### src/rtl/ray_scheduler.sv
// ray_scheduler: per-frame ray column issue, render drain and buffer swap.
// Optional drain watchdog is built when RAY_SCHEDULER_WATCHDOG_EN is defined.
module ray_scheduler #(
  parameter int SCREEN_WIDTH    = 320,
  parameter int WATCHDOG_CYCLES = 1237500
) (
  input  logic       pixel_clk_in,
  input  logic       rst_in,
  input  logic       frame_start_in,
  input  logic       ray_tready_in,
  output logic       ray_tvalid_out,
  output logic [8:0] ray_hcount_out,
  input  logic       render_done_in,
  output logic       pose_latch_out,
  output logic       swap_out,
  output logic       busy_out,
  output logic       frame_drop_out,
  output logic [7:0] drop_count_out,
  output logic       timeout_out
);

  typedef enum logic [1:0] {
    IDLE,
    ISSUE,
    DRAIN,
    WAIT_SWAP
  } state_e;

  localparam logic [8:0] LAST_COL = 9'(SCREEN_WIDTH - 1);

  state_e     state_q, state_d;
  logic [8:0] hcount_q, hcount_d;
  logic       tvalid_q, tvalid_d;
  logic       pose_q, pose_d;
  logic       swap_q, swap_d;
  logic       busy_q, busy_d;
  logic       drop_q, drop_d;
  logic [7:0] drop_cnt_q, drop_cnt_d;
  logic       timeout_q, timeout_d;
  logic       xfer;
  logic       wd_expired;

  assign xfer = tvalid_q && ray_tready_in;

`ifdef RAY_SCHEDULER_WATCHDOG_EN
  localparam int WD_W = $clog2(WATCHDOG_CYCLES + 1);
  localparam logic [WD_W-1:0] WD_LAST = WD_W'(WATCHDOG_CYCLES - 1);

  logic [WD_W-1:0] wd_q, wd_d;

  // Held at zero outside DRAIN so every drain starts a fresh count
  always_comb begin
    wd_d = wd_q;
    if (state_q != DRAIN) begin
      wd_d = '0;
    end else if (!wd_expired) begin
      wd_d = wd_q + 1'b1;
    end
  end

  assign wd_expired = (state_q == DRAIN) && (wd_q == WD_LAST);

  always_ff @(posedge pixel_clk_in or negedge rst_in) begin
    if (!rst_in) begin
      wd_q <= '0;
    end else begin
      wd_q <= wd_d;
    end
  end
`else
  assign wd_expired = 1'b0;
`endif

  always_comb begin
    state_d    = state_q;
    hcount_d   = hcount_q;
    tvalid_d   = tvalid_q;
    pose_d     = 1'b0;
    swap_d     = 1'b0;
    timeout_d  = timeout_q;
    drop_d     = frame_start_in &&
                 (state_q == ISSUE || state_q == DRAIN);
    drop_cnt_d = drop_cnt_q;
    if (drop_d && drop_cnt_q != 8'hFF) begin
      drop_cnt_d = drop_cnt_q + 8'd1;
    end
    unique case (state_q)
      IDLE: begin
        if (frame_start_in) begin
          state_d  = ISSUE;
          hcount_d = '0;
          tvalid_d = 1'b1;
          pose_d   = 1'b1;
        end
      end
      ISSUE: begin
        if (xfer) begin
          if (hcount_q == LAST_COL) begin
            state_d  = DRAIN;
            tvalid_d = 1'b0;
          end else begin
            hcount_d = hcount_q + 9'd1;
          end
        end
      end
      DRAIN: begin
        if (render_done_in) begin
          state_d = WAIT_SWAP;
        end else if (wd_expired) begin
          state_d   = IDLE;
          timeout_d = 1'b1;
        end
      end
      WAIT_SWAP: begin
        if (frame_start_in) begin
          state_d  = ISSUE;
          hcount_d = '0;
          tvalid_d = 1'b1;
          pose_d   = 1'b1;
          swap_d   = 1'b1;
        end
      end
      default: begin
        state_d  = IDLE;
        tvalid_d = 1'b0;
      end
    endcase
    busy_d = (state_d == ISSUE) || (state_d == DRAIN);
  end

  always_ff @(posedge pixel_clk_in or negedge rst_in) begin
    if (!rst_in) begin
      state_q    <= IDLE;
      hcount_q   <= '0;
      tvalid_q   <= 1'b0;
      pose_q     <= 1'b0;
      swap_q     <= 1'b0;
      busy_q     <= 1'b0;
      drop_q     <= 1'b0;
      drop_cnt_q <= '0;
      timeout_q  <= 1'b0;
    end else begin
      state_q    <= state_d;
      hcount_q   <= hcount_d;
      tvalid_q   <= tvalid_d;
      pose_q     <= pose_d;
      swap_q     <= swap_d;
      busy_q     <= busy_d;
      drop_q     <= drop_d;
      drop_cnt_q <= drop_cnt_d;
      timeout_q  <= timeout_d;
    end
  end

  assign ray_tvalid_out = tvalid_q;
  assign ray_hcount_out = hcount_q;
  assign pose_latch_out = pose_q;
  assign swap_out       = swap_q;
  assign busy_out       = busy_q;
  assign frame_drop_out = drop_q;
  assign drop_count_out = drop_cnt_q;
  assign timeout_out    = timeout_q;

endmodule

### config.mk
export PLATFORM = sky130hd
export DESIGN_NAME = ray_scheduler
export DESIGN_NICKNAME = d
export VERILOG_FILES = /design/src/rtl/ray_scheduler.sv
export SDC_FILE = /design/constraint.sdc
export NUM_CORES = 1
export LEC_CHECK = 0
export CAP_MARGIN = 20
export CORE_MARGIN = 3
export CORE_UTILIZATION = 45
export CTS_BUF_LIST = sky130_fd_sc_hd__clkbuf_8
export DETAILED_ROUTE_END_ITERATION = 8
export PLACE_DENSITY = 0.76
export SLEW_MARGIN = 10
export SYNTH_ARGS = -nofsm -noshare
export SYNTH_HDL_FRONTEND = slang
export SYNTH_SLANG_ARGS = --single-unit
### constraint.sdc
create_clock -name pixel_clk_in -period 1.8 [get_ports pixel_clk_in]
set_input_delay 0.18 -clock pixel_clk_in [delete_from_list [all_inputs] [get_ports pixel_clk_in]]
set_output_delay 0.18 -clock pixel_clk_in [all_outputs]
set_load 0.03 [all_outputs]
==> results.yml, run 1 <==
floorplanning:
  start_util: 0.4786
  ios: 28
  coreArea_mm2: 0.002781
  die_w_um: 60.39
  fp-row-count: 19
  dieHeight_um: 60.39
  die_area_mm2: 0.003647
finish:
  final_nets: 185
  mostFrequentLayoutCells: "clkdlybuf4s50_1 (26), dfrtp_1 (21), buf_4 (16)"
  final_layout_size_suffix_gt1_frac: 0.2486
  area_delta_synth_final_pct: 39.66
  final_util: 0.6685
  fillerInstances: 222
  antenna_cells: 0
  final_common_cell: "clkdlybuf4s50_1"
  fin_cells: 204
detailed_routing:
  drc: 0
  drtAntennaViolNets: 0
  drtIter0Drc: 29
  wl_mm: 3.177
  vias: 1180
  wl_per_cell_um: 15.57
  via_per_inst: 5.784
  drt_pass1_iterations: 4
placement:
  place.gp.congestion: 0.8570
  place_hpwl_mm: 2.297
  port-buffer-count: 26
  dpl.cell_count: 197
power_and_ir_drop:
  swShare: 0.3446
  p_comb_frac: 0.313
  leakage_nw: 0.7536
  p_per_area_mw_per_mm2: 852.9
  vdd.ir_drop.worst_uv: 881.1
  p_switching_w: 0.0005464
  power.internal_w: 0.001039
  clock_power_share: 0.236
  pwr-share-seq: 0.450
sta:
  tightest_slew_ns: 0.5160
  setup_violations: 4
  maxSlewViolCount: 0
  min_period_ns: 1.902
  setup_ws_ns: -0.1022
  finalHoldViolations: 0
  rsz0062_at_grt: "true"
  relSlewSlack: 0.6515
  clock-skew-final_ns: 0.004232
  period_share: 1.057
  fmax_ghz: 0.5257
clocking:
  cts_root_buffer: "clkbuf_8"
  htreeDepth: 1
  cts-hold-fix-buffers: 0
  cts_made_buffers: 3
  clockBufferDepth: 2
  cts_sinks: 24
  tritoncts: "built"
  clk_pin_slew_ns: 0.09
  clk-insertion-delay-late_ns: 0.26
critical_path:
  endpoint_kind: "flip-flop"
  cp.arrival_ns: 2.04
  cp_max_fo: 7
  cp_top_family: "compound AO/OA/AOI/OAI gates"
  critical_path.slowest_cell: "o41ai_1"
  cp.buffers_inverters: 1
  cp-start-kind: "flip-flop"
  critPathMaxStageDelay_ns: 0.50
  critPathKind: "flip-flop to flip-flop"
  cp.required_ns: 1.93
  worstPathCellList: "inv_2 > ha_4 > mux2i_4 > a21o_4 > o41ai_1 > a21oi_2"
synthesis:
  synth_edf_count: 0
  ys_ff_latch: 24
  synth_area_per_cell_um2: 10.24
  ys_seq_area_frac: 0.4511
  synthArstFlopShare: 1.000
  syn_inst: 130
  synth.top_cell.area_share: 0.4511
  synth_top_cell_by_area: "dfrtp_1"
  ys_warn_count: 0
  synth_flop_cell: "dfrtp_1"
  yosysUniqueCellTypes: 43
  netlist_area_mm2: 0.001331
  syn-num-nets: 141
  synthTopCellsByArea: "dfrtp_1 (45%), ha_1 (5.6%), a21oi_1 (4.1%), xnor2_1 (3.9%), nand2_1 (2.8%)"
grt:
  grt_usage: 0.1830
  grt_pass1_wl_mm: 5.106
  grt_max_degree: 25
  grt.overflow.total: 0
  antenna_found_initial: 0
  grt_pass1_vias: 1133
run_status:
  outcome: "complete, but fails checks"
  failed_checks: "setup timing"
min_path:
  hold_path_class: "input port to async pin"
flow_run:
  drv_cap: 0
[per-stage QoR]
step                setup TNS, ns  hold WS [ns]  worst slack, ns  total power, W  cell area, um2
finish                    -0.2057        0.2577          -0.1022        0.001586            1859
detailed placement        -0.4919        0.4914          -0.1310        0.001231            1717
CTS                       -0.1593        0.2733         -0.06895        0.001602            1822
global route              -0.5293        0.2764          -0.1617        0.001673            1859
floorplan                 -0.4617       -0.1156          -0.1096        0.001005            1344
global placement          -0.1493        0.4820         -0.04871        0.001211            1717
[cell type report]
type / instances / area, um2 / area share
Multi-Input combinational cell: 96 / 754.5 / 0.4058
Sequential cell: 24 / 604.3 / 0.3250
Timing Repair Buffer: 42 / 380.4 / 0.2046
Clock buffer: 4 / 55.05 / 0.02961
Tap cell: 31 / 38.79 / 0.02086
Inverter: 7 / 26.28 / 0.01413
[power groups by stage]
| stage | Combinational, W | Clock (W) | Sequential (W) |
|---|---|---|---|
| final | 0.000497 | 0.000375 | 0.000714 |
| after global placement | 0.000491 | 0 | 0.000721 |
| after floorplan | 0.000140 | 0 | 0.000865 |
| after global routing | 0.000543 | 0.000402 | 0.000729 |
| after CTS | 0.000503 | 0.000382 | 0.000717 |
| after detailed placement | 0.000503 | 0 | 0.000728 |
[state kept, by name (all words and copies together) (netlist names)]
signal,flops
busy_out,1
drop_count_out,8
frame_drop_out,1
pose_latch_out,1
ray_hcount_out,9
ray_tvalid_out,1
state_q,2
swap_out,1
[what timing repair did]
| action | 4_1_cts | 5_1_grt |
|---|---|---|
| pin swaps | 2 | 1 |
| setup buffers | 2 | 1 |
| setup endpoints to repair | 10 | 10 |
| resized for setup | 6 | 7 |
[worst reg2reg max path, delay by kind of cell (launching register included)]
kind / cells / cell delay [ns]
DFF: 1 / 0.43
AOI/OAI and AO/OA: 3 / 0.84
adders and majority gates: 1 / 0.21
muxes: 1 / 0.21
buffers and inverters: 1 / 0.08
[worst paths after layout]
kind                              startpoint                end  slack (ns)  cells after the start
setup / recovery                  state_q[0]  ray_hcount_out[8]       -0.10                      6
hold / removal                        rst_in  drop_count_out[3]        0.26                      2
setup reg to reg                  state_q[0]  ray_hcount_out[8]       -0.10                      6
hold reg to reg            drop_count_out[6]  drop_count_out[6]        0.50                      1
max in group asynchronous             rst_in         state_q[0]        1.28                      2
min in group pixel_clk_in  drop_count_out[6]  drop_count_out[6]        0.50                      1
[cells by family after synthesis]
logic type,count (synthesis),share of synthesized area
muxes,4,0.03383
buffers and inverters,10,0.03760
other,1,0.002817
adders and majority gates,6,0.05639
and+or+nand+nor,44,0.1880
DFF,24,0.4511
AOI/OAI and AO/OA,33,0.1776
xor gates and xnor gates,8,0.05263
[per-layer routing]
| layer | share of wire | vias up | track usage | wire [um] |
|---|---|---|---|---|
| met2 | 0.49 | 43 | 0.3148 | 1547 |
| met4 | 0.015 | 0 | 0.05696 | 48 |
| met1 | 0.44 | 568 | 0.2284 | 1413 |
| li1 | - | 561 | - | - |
| met5 | 0 | - | 0 | 0 |
| met3 | 0.053 | 8 | 0.04043 | 168 |
[cell usage after synthesis (2+ instances only)]
cell      number
nor3_1         3
o41ai_1        2
nand3_1        6
a21oi_1       11
o21ai_0        4
and3_1         2
o31ai_1        4
inv_1          7
nor2b_1        2
dfrtp_1       24
ha_1           6
nand2_1       10
or4_1          4
o211ai_1       2
mux2i_1        2
nor2_1         5
nand4b_1       2
xnor2_1        6
nand4_1        3
xor2_1         2
Note: power is estimated with default switching activity, not from simulation.
==> inputs of run 2 (changes only) <==
--- a/config.mk
+++ b/config.mk
@@ -8,9 +8,8 @@
 export CAP_MARGIN = 20
 export CORE_MARGIN = 3
 export CORE_UTILIZATION = 45
-export CTS_BUF_LIST = sky130_fd_sc_hd__clkbuf_8
 export DETAILED_ROUTE_END_ITERATION = 8
-export PLACE_DENSITY = 0.76
+export PLACE_DENSITY = 0.75
 export SLEW_MARGIN = 10
 export SYNTH_ARGS = -nofsm -noshare
 export SYNTH_HDL_FRONTEND = slang
==> run 2 against run 1 <==
The run still ends with setup timing left. Largest power group unchanged. Combinational power is essentially flat. Non-clock buffer count is 1 higher. Cell count grew 0.98%. Worst hold slack got worse by 0.065 ns. Maximum frequency rose by 2.1%.
==> results.yml, run 2 (synthesis gave the netlist of run 1 again) <==
clocking:
  clockBufferDepth: 2
  cts_sinks: 24
  clk_pin_slew_ns: 0.13
  clk-insertion-delay-late_ns: 0.32
  tritoncts: "built"
  htreeDepth: 1
  cts_made_buffers: 3
  cts_root_buffer: "clkbuf_4"
finish:
  mostFrequentLayoutCells: "clkdlybuf4s50_1 (26), dfrtp_1 (21), buf_4 (17)"
  largest_register_ff_count: 9
  fillerInstances: 217
  final_util: 0.6698
  antenna_cells: 0
  area_delta_synth_final_pct: 39.94
  design_area_mm2: 0.001863
  final_nets: 187
  final_common_cell: "clkdlybuf4s50_1"
  final_layout_size_suffix_gt1_frac: 0.2571
critical_path:
  endpoint_kind: "flip-flop"
  cp.arrival_ns: 2.12
  endpoint: "ray_hcount_out[4]"
  reg2reg_depth: 6
  r2r_slack_ns: -0.06
  worstPathCellList: "inv_2 > ha_4 > mux2i_4 > a21o_4 > or4_4 > a21oi_2"
  cp-startpoint: "state_q[0]"
  critPathMaxStageDelay_ns: 0.49
  cp_max_fo: 5
  r2r_end: "ray_hcount_out[4]"
  cp.required_ns: 2.06
  cp-start-kind: "flip-flop"
  critical_path.slowest_cell: "or4_4"
  critPathKind: "flip-flop to flip-flop"
  r2r_start: "state_q[0]"
power_and_ir_drop:
  p_switching_w: 0.0005346
  leakage_nw: 0.7597
  p_comb_frac: 0.331
  vdd.ir_drop.worst_uv: 916.7
  swShare: 0.3557
  pwr-share-seq: 0.476
  p_per_area_mw_per_mm2: 806.7
  p_total_w: 0.001503
  clock_power_share: 0.193
  power.internal_w: 0.0009684
floorplanning:
  start_util: 0.4786
  die_w_um: 60.39
  coreArea_mm2: 0.002781
  fp-row-count: 19
  dieHeight_um: 60.39
  ios: 28
  die_area_mm2: 0.003647
detailed_routing:
  wl_mm: 3.287
  wl_per_cell_um: 15.96
  drc: 0
  drtIter0Drc: 47
  routed.top_layer: "met4"
  wl_met2_mm: 1.636
  met3_length_um: 119
  vias: 1201
  wl_met1_mm: 1.489
  via_per_inst: 5.830
  drt_pass1_iterations: 4
  drtAntennaViolNets: 0
sta:
  setup_ws_ns: -0.06262
  min_period_ns: 1.863
  hold_slack_ns: 0.1930
  setup_violations: 4
  finalHoldViolations: 0
  maxSlewViolCount: 0
  period_share: 1.035
  rsz0062_at_grt: "true"
  fmax_ghz: 0.5369
  clock-skew-final_ns: 0.004364
grt:
  grt_pass1_wl_mm: 5.216
  grt_max_degree: 25
  grt_pass1_vias: 1138
  grt_usage: 0.1930
  grt.overflow.total: 0
  antenna_found_initial: 0
placement:
  port-buffer-count: 26
  dpl_cell_area_mm2: 0.001724
  place.gp.congestion: 0.8542
  place_ws_ns: -0.1092
  place_hpwl_mm: 2.285
flow_run:
  drv_cap: 0
run_status:
  outcome: "complete, but fails checks"
  failed_checks: "setup timing"
min_path:
  hold_path_class: "input port to async pin"
[run 2: changes by cell type in the layout (fill, tap and decap cells not counted), sizes merged]
| cell | change |
|---|---|
| a21o | +1 |
| buf | +1 |
[run 2: area by class of cell]
cell class / count / area (um2) / area share
timing repair buffer: 43 / 387.9 / 0.2082
multi-input combinational: 97 / 769.5 / 0.4130
sequential: 24 / 604.3 / 0.3244
clock buffer: 4 / 36.28 / 0.01948
tap: 31 / 38.79 / 0.02082
inverter: 7 / 26.28 / 0.01410
[run 2: critical path, delay by kind of cell, from the launching register on]
kind                       cells  cell delay, ns
and+or+nand+nor                1            0.49
buffers and inverters          1            0.07
adders and majority gates      1            0.21
DFF                            1            0.44
AOI/OAI and AO/OA              2            0.38
muxes                          1            0.21
[run 2: repair_timing]
item / 4_1_cts / 5_1_grt
gates resized for setup: 4 / 10
setup buffers: 1 / 2
endpoints found under the setup margin: 10 / 10
pin swaps: 2 / 3
hold buffers: 0 / 0
gates cloned: 1 / 0
[run 2: per-stage QoR]
stage	std cells	setup TNS, ns
after floorplan	130	-0.4617
after global placement	198	-0.1028
after detailed placement	198	-0.5528
after CTS	204	-0.07715
after global routing	206	-0.4321
final	206	-0.1072
[run 2: worst min path at each step]
| stage | endpoint | slack [ns] | cells after the start |
|---|---|---|---|
| 2_1_floorplan | busy_out | -0.12 | 0 |
| 3_3_place_gp | drop_count_out[6] | 0.49 | 1 |
| 3_5_place_dp | drop_count_out[6] | 0.49 | 1 |
| 4_1_cts | drop_count_out[6] | 0.20 | 2 |
| 5_1_grt | drop_count_out[6] | 0.21 | 2 |
| 6_report | drop_count_out[6] | 0.19 | 2 |
[run 2: routing by layer]
layer,global-route usage,vias up
li1,-,568
met1,0.2564,600
met2,0.3164,28
met3,0.02979,5
met4,0.07595,0
met5,0,-
[run 2: power groups by stage]
stage / Combinational [W] / Clock [W] / Sequential, W
2_1_floorplan: 0.000140 / 0 / 0.000865
3_3_place_gp: 0.000494 / 0 / 0.000721
3_5_place_dp: 0.000501 / 0 / 0.000727
4_1_cts: 0.000503 / 0.000298 / 0.000716
5_1_grt: 0.000540 / 0.000308 / 0.000729
6_report: 0.000498 / 0.000290 / 0.000715
==> inputs of run 3 (changes only) <==
--- a/config.mk
+++ b/config.mk
@@ -5,10 +5,10 @@
 export SDC_FILE = /design/constraint.sdc
 export NUM_CORES = 1
 export LEC_CHECK = 0
-export CAP_MARGIN = 20
 export CORE_MARGIN = 3
 export CORE_UTILIZATION = 45
 export DETAILED_ROUTE_END_ITERATION = 8
+export GPL_TIMING_DRIVEN = 0
 export PLACE_DENSITY = 0.75
 export SLEW_MARGIN = 10
 export SYNTH_ARGS = -nofsm -noshare
==> run 3 against run 2 <==
Worst hold slack better by 0.23 ns. Sequential share of layout area is 0.85 points higher. Critical path depth is 1 lower. Count of clock-buffer cells in the layout stayed put. Utilization is 1.6 points lower. Clock skew is 0.0026 ns lower. First-iteration DRC count is 17% lower. Die area stayed put. Largest power group unchanged. Cell count is 2.9% lower. Power is 0.35% lower. Non-clock buffer count is 5 lower. The run still ends with setup timing left. Register-to-register slack hardly changed.
==> results.yml, run 3 (synthesis gave the netlist of run 1 again) <==
placement:
  dpl_cell_area_mm2: 0.001643
  place_hpwl_mm: 2.106
  place_ws_ns: -0.2633
  place.gp.congestion: 0.8650
  port-buffer-count: 26
floorplanning:
  dieHeight_um: 60.39
  fp-row-count: 19
  die_w_um: 60.39
  start_util: 0.4786
  die_area_mm2: 0.003647
  ios: 28
  coreArea_mm2: 0.002781
detailed_routing:
  wl_mm: 3.154
  drt_pass1_iterations: 4
  via_per_inst: 5.860
  drc: 0
  wl_per_cell_um: 15.77
  drtAntennaViolNets: 0
  drtIter0Drc: 39
  vias: 1172
critical_path:
  cp.required_ns: 2.06
  cp.arrival_ns: 2.11
  worstPathCellList: "ha_4 > mux2i_4 > a21o_4 > or4_4 > a21oi_2"
  cp.depth: 5
  cp_top_family: "simple AND/OR/NAND/NOR gates"
  cp-startpoint: "state_q[1]"
  reg2reg_depth: 5
  critical_path.slowest_cell: "or4_4"
  r2r_slack_ns: -0.05
  r2r_start: "state_q[1]"
  r2r_end: "ray_hcount_out[4]"
  critPathKind: "flip-flop to flip-flop"
  critPathMaxStageDelay_ns: 0.48
  cp.buffers_inverters: 0
  cp-start-kind: "flip-flop"
  cp_max_fo: 7
  endpoint_kind: "flip-flop"
sta:
  clock-skew-final_ns: 0.001807
  relSlewSlack: 0.2780
  rsz0062_at_grt: "true"
  fmax_ghz: 0.5407
  tightest_slew_ns: 1.080
  min_period_ns: 1.849
  setup_ws_ns: -0.04941
  period_share: 1.027
  setup_violations: 3
  hold_slack_ns: 0.4270
  maxSlewViolCount: 0
  setup_tns_ns: -0.1144
  finalHoldViolations: 0
clocking:
  cts_root_buffer: "clkbuf_4"
  cts_sinks: 24
  cts_made_buffers: 3
  clockBufferDepth: 2
  clk-insertion-delay-late_ns: 0.32
  htreeDepth: 1
  tritoncts: "built"
  clk_pin_slew_ns: 0.13
finish:
  final_layout_size_suffix_gt1_frac: 0.2426
  final_util: 0.6541
  final_nets: 181
  final_common_cell: "clkdlybuf4s50_1"
  antenna_cells: 0
  area_delta_synth_final_pct: 36.65
  largest_register_ff_count: 9
  design_area_mm2: 0.001819
  mostFrequentLayoutCells: "clkdlybuf4s50_1 (26), dfrtp_1 (20), buf_4 (12)"
grt:
  antenna_found_initial: 0
  grt_pass1_wl_mm: 4.947
  grt_usage: 0.1779
  grt.overflow.total: 0
  grt_max_degree: 25
  grt_pass1_vias: 1132
power_and_ir_drop:
  vdd.ir_drop.worst_uv: 728.0
  p_per_area_mw_per_mm2: 823.3
  leakage_nw: 0.7232
run_status:
  failed_checks: "setup timing"
  outcome: "complete, but fails checks"
flow_run:
  drv_cap: 0
min_path:
  hold_path_class: "input port to async pin"
run 3: worst max-delay path by stage:
stage	end	slack (ns)
2_1_floorplan	ray_hcount_out[4]	-0.11
3_3_place_gp	ray_hcount_out[8]	-0.20
3_5_place_dp	ray_hcount_out[8]	-0.26
4_1_cts	ray_hcount_out[5]	-0.07
5_1_grt	ray_hcount_out[4]	-0.09
6_report	ray_hcount_out[4]	-0.05
run 3: layout make-up:
cell class | count | area [um2]
plain buffers | 2 | 15.01
inverters | 7 | 26.28
repair buffers | 36 | 335.3
clock buffers | 4 | 36.28
well taps | 31 | 38.79
flip-flops and latches | 24 | 605.6
fillers | 220 | 962.2
multi-input cells | 96 | 762.0
run 3: what timing repair did:
action,CTS,global route
pin swaps,2,5
buffers inserted,7,3
endpoints found under the setup margin,11,6
gates resized for setup,11,5
hold buffers,0,0
run 3: metal layers:
layer | vias to the layer above | global-route usage | wire length [um]
met4 | 0 | 0.04114 | 14
met1 | 574 | 0.2191 | 1378
li1 | 558 | - | -
met2 | 36 | 0.3148 | 1601
met5 | - | 0 | 0
met3 | 4 | 0.04255 | 159
run 3: through the flow:
stage | power [W] | instances
floorplan | 0.001005 | 130
global route | 0.001578 | 200
CTS | 0.001518 | 197
global placement | 0.001206 | 187
finish | 0.001498 | 200
detailed placement | 0.001226 | 187
run 3: worst reg2reg max path, cell delays in order (launching register included):
cell     delay (ns)
dfrtp_2        0.46
ha_4           0.28
mux2i_4        0.21
a21o_4         0.23
or4_4          0.48
a21oi_2        0.14
run 3: power by group:
group          internal, W  switching, W  total, W
logic             0.000224      0.000273  0.000498
registers         0.000618     0.0000942  0.000712
clock network     0.000124      0.000164  0.000288
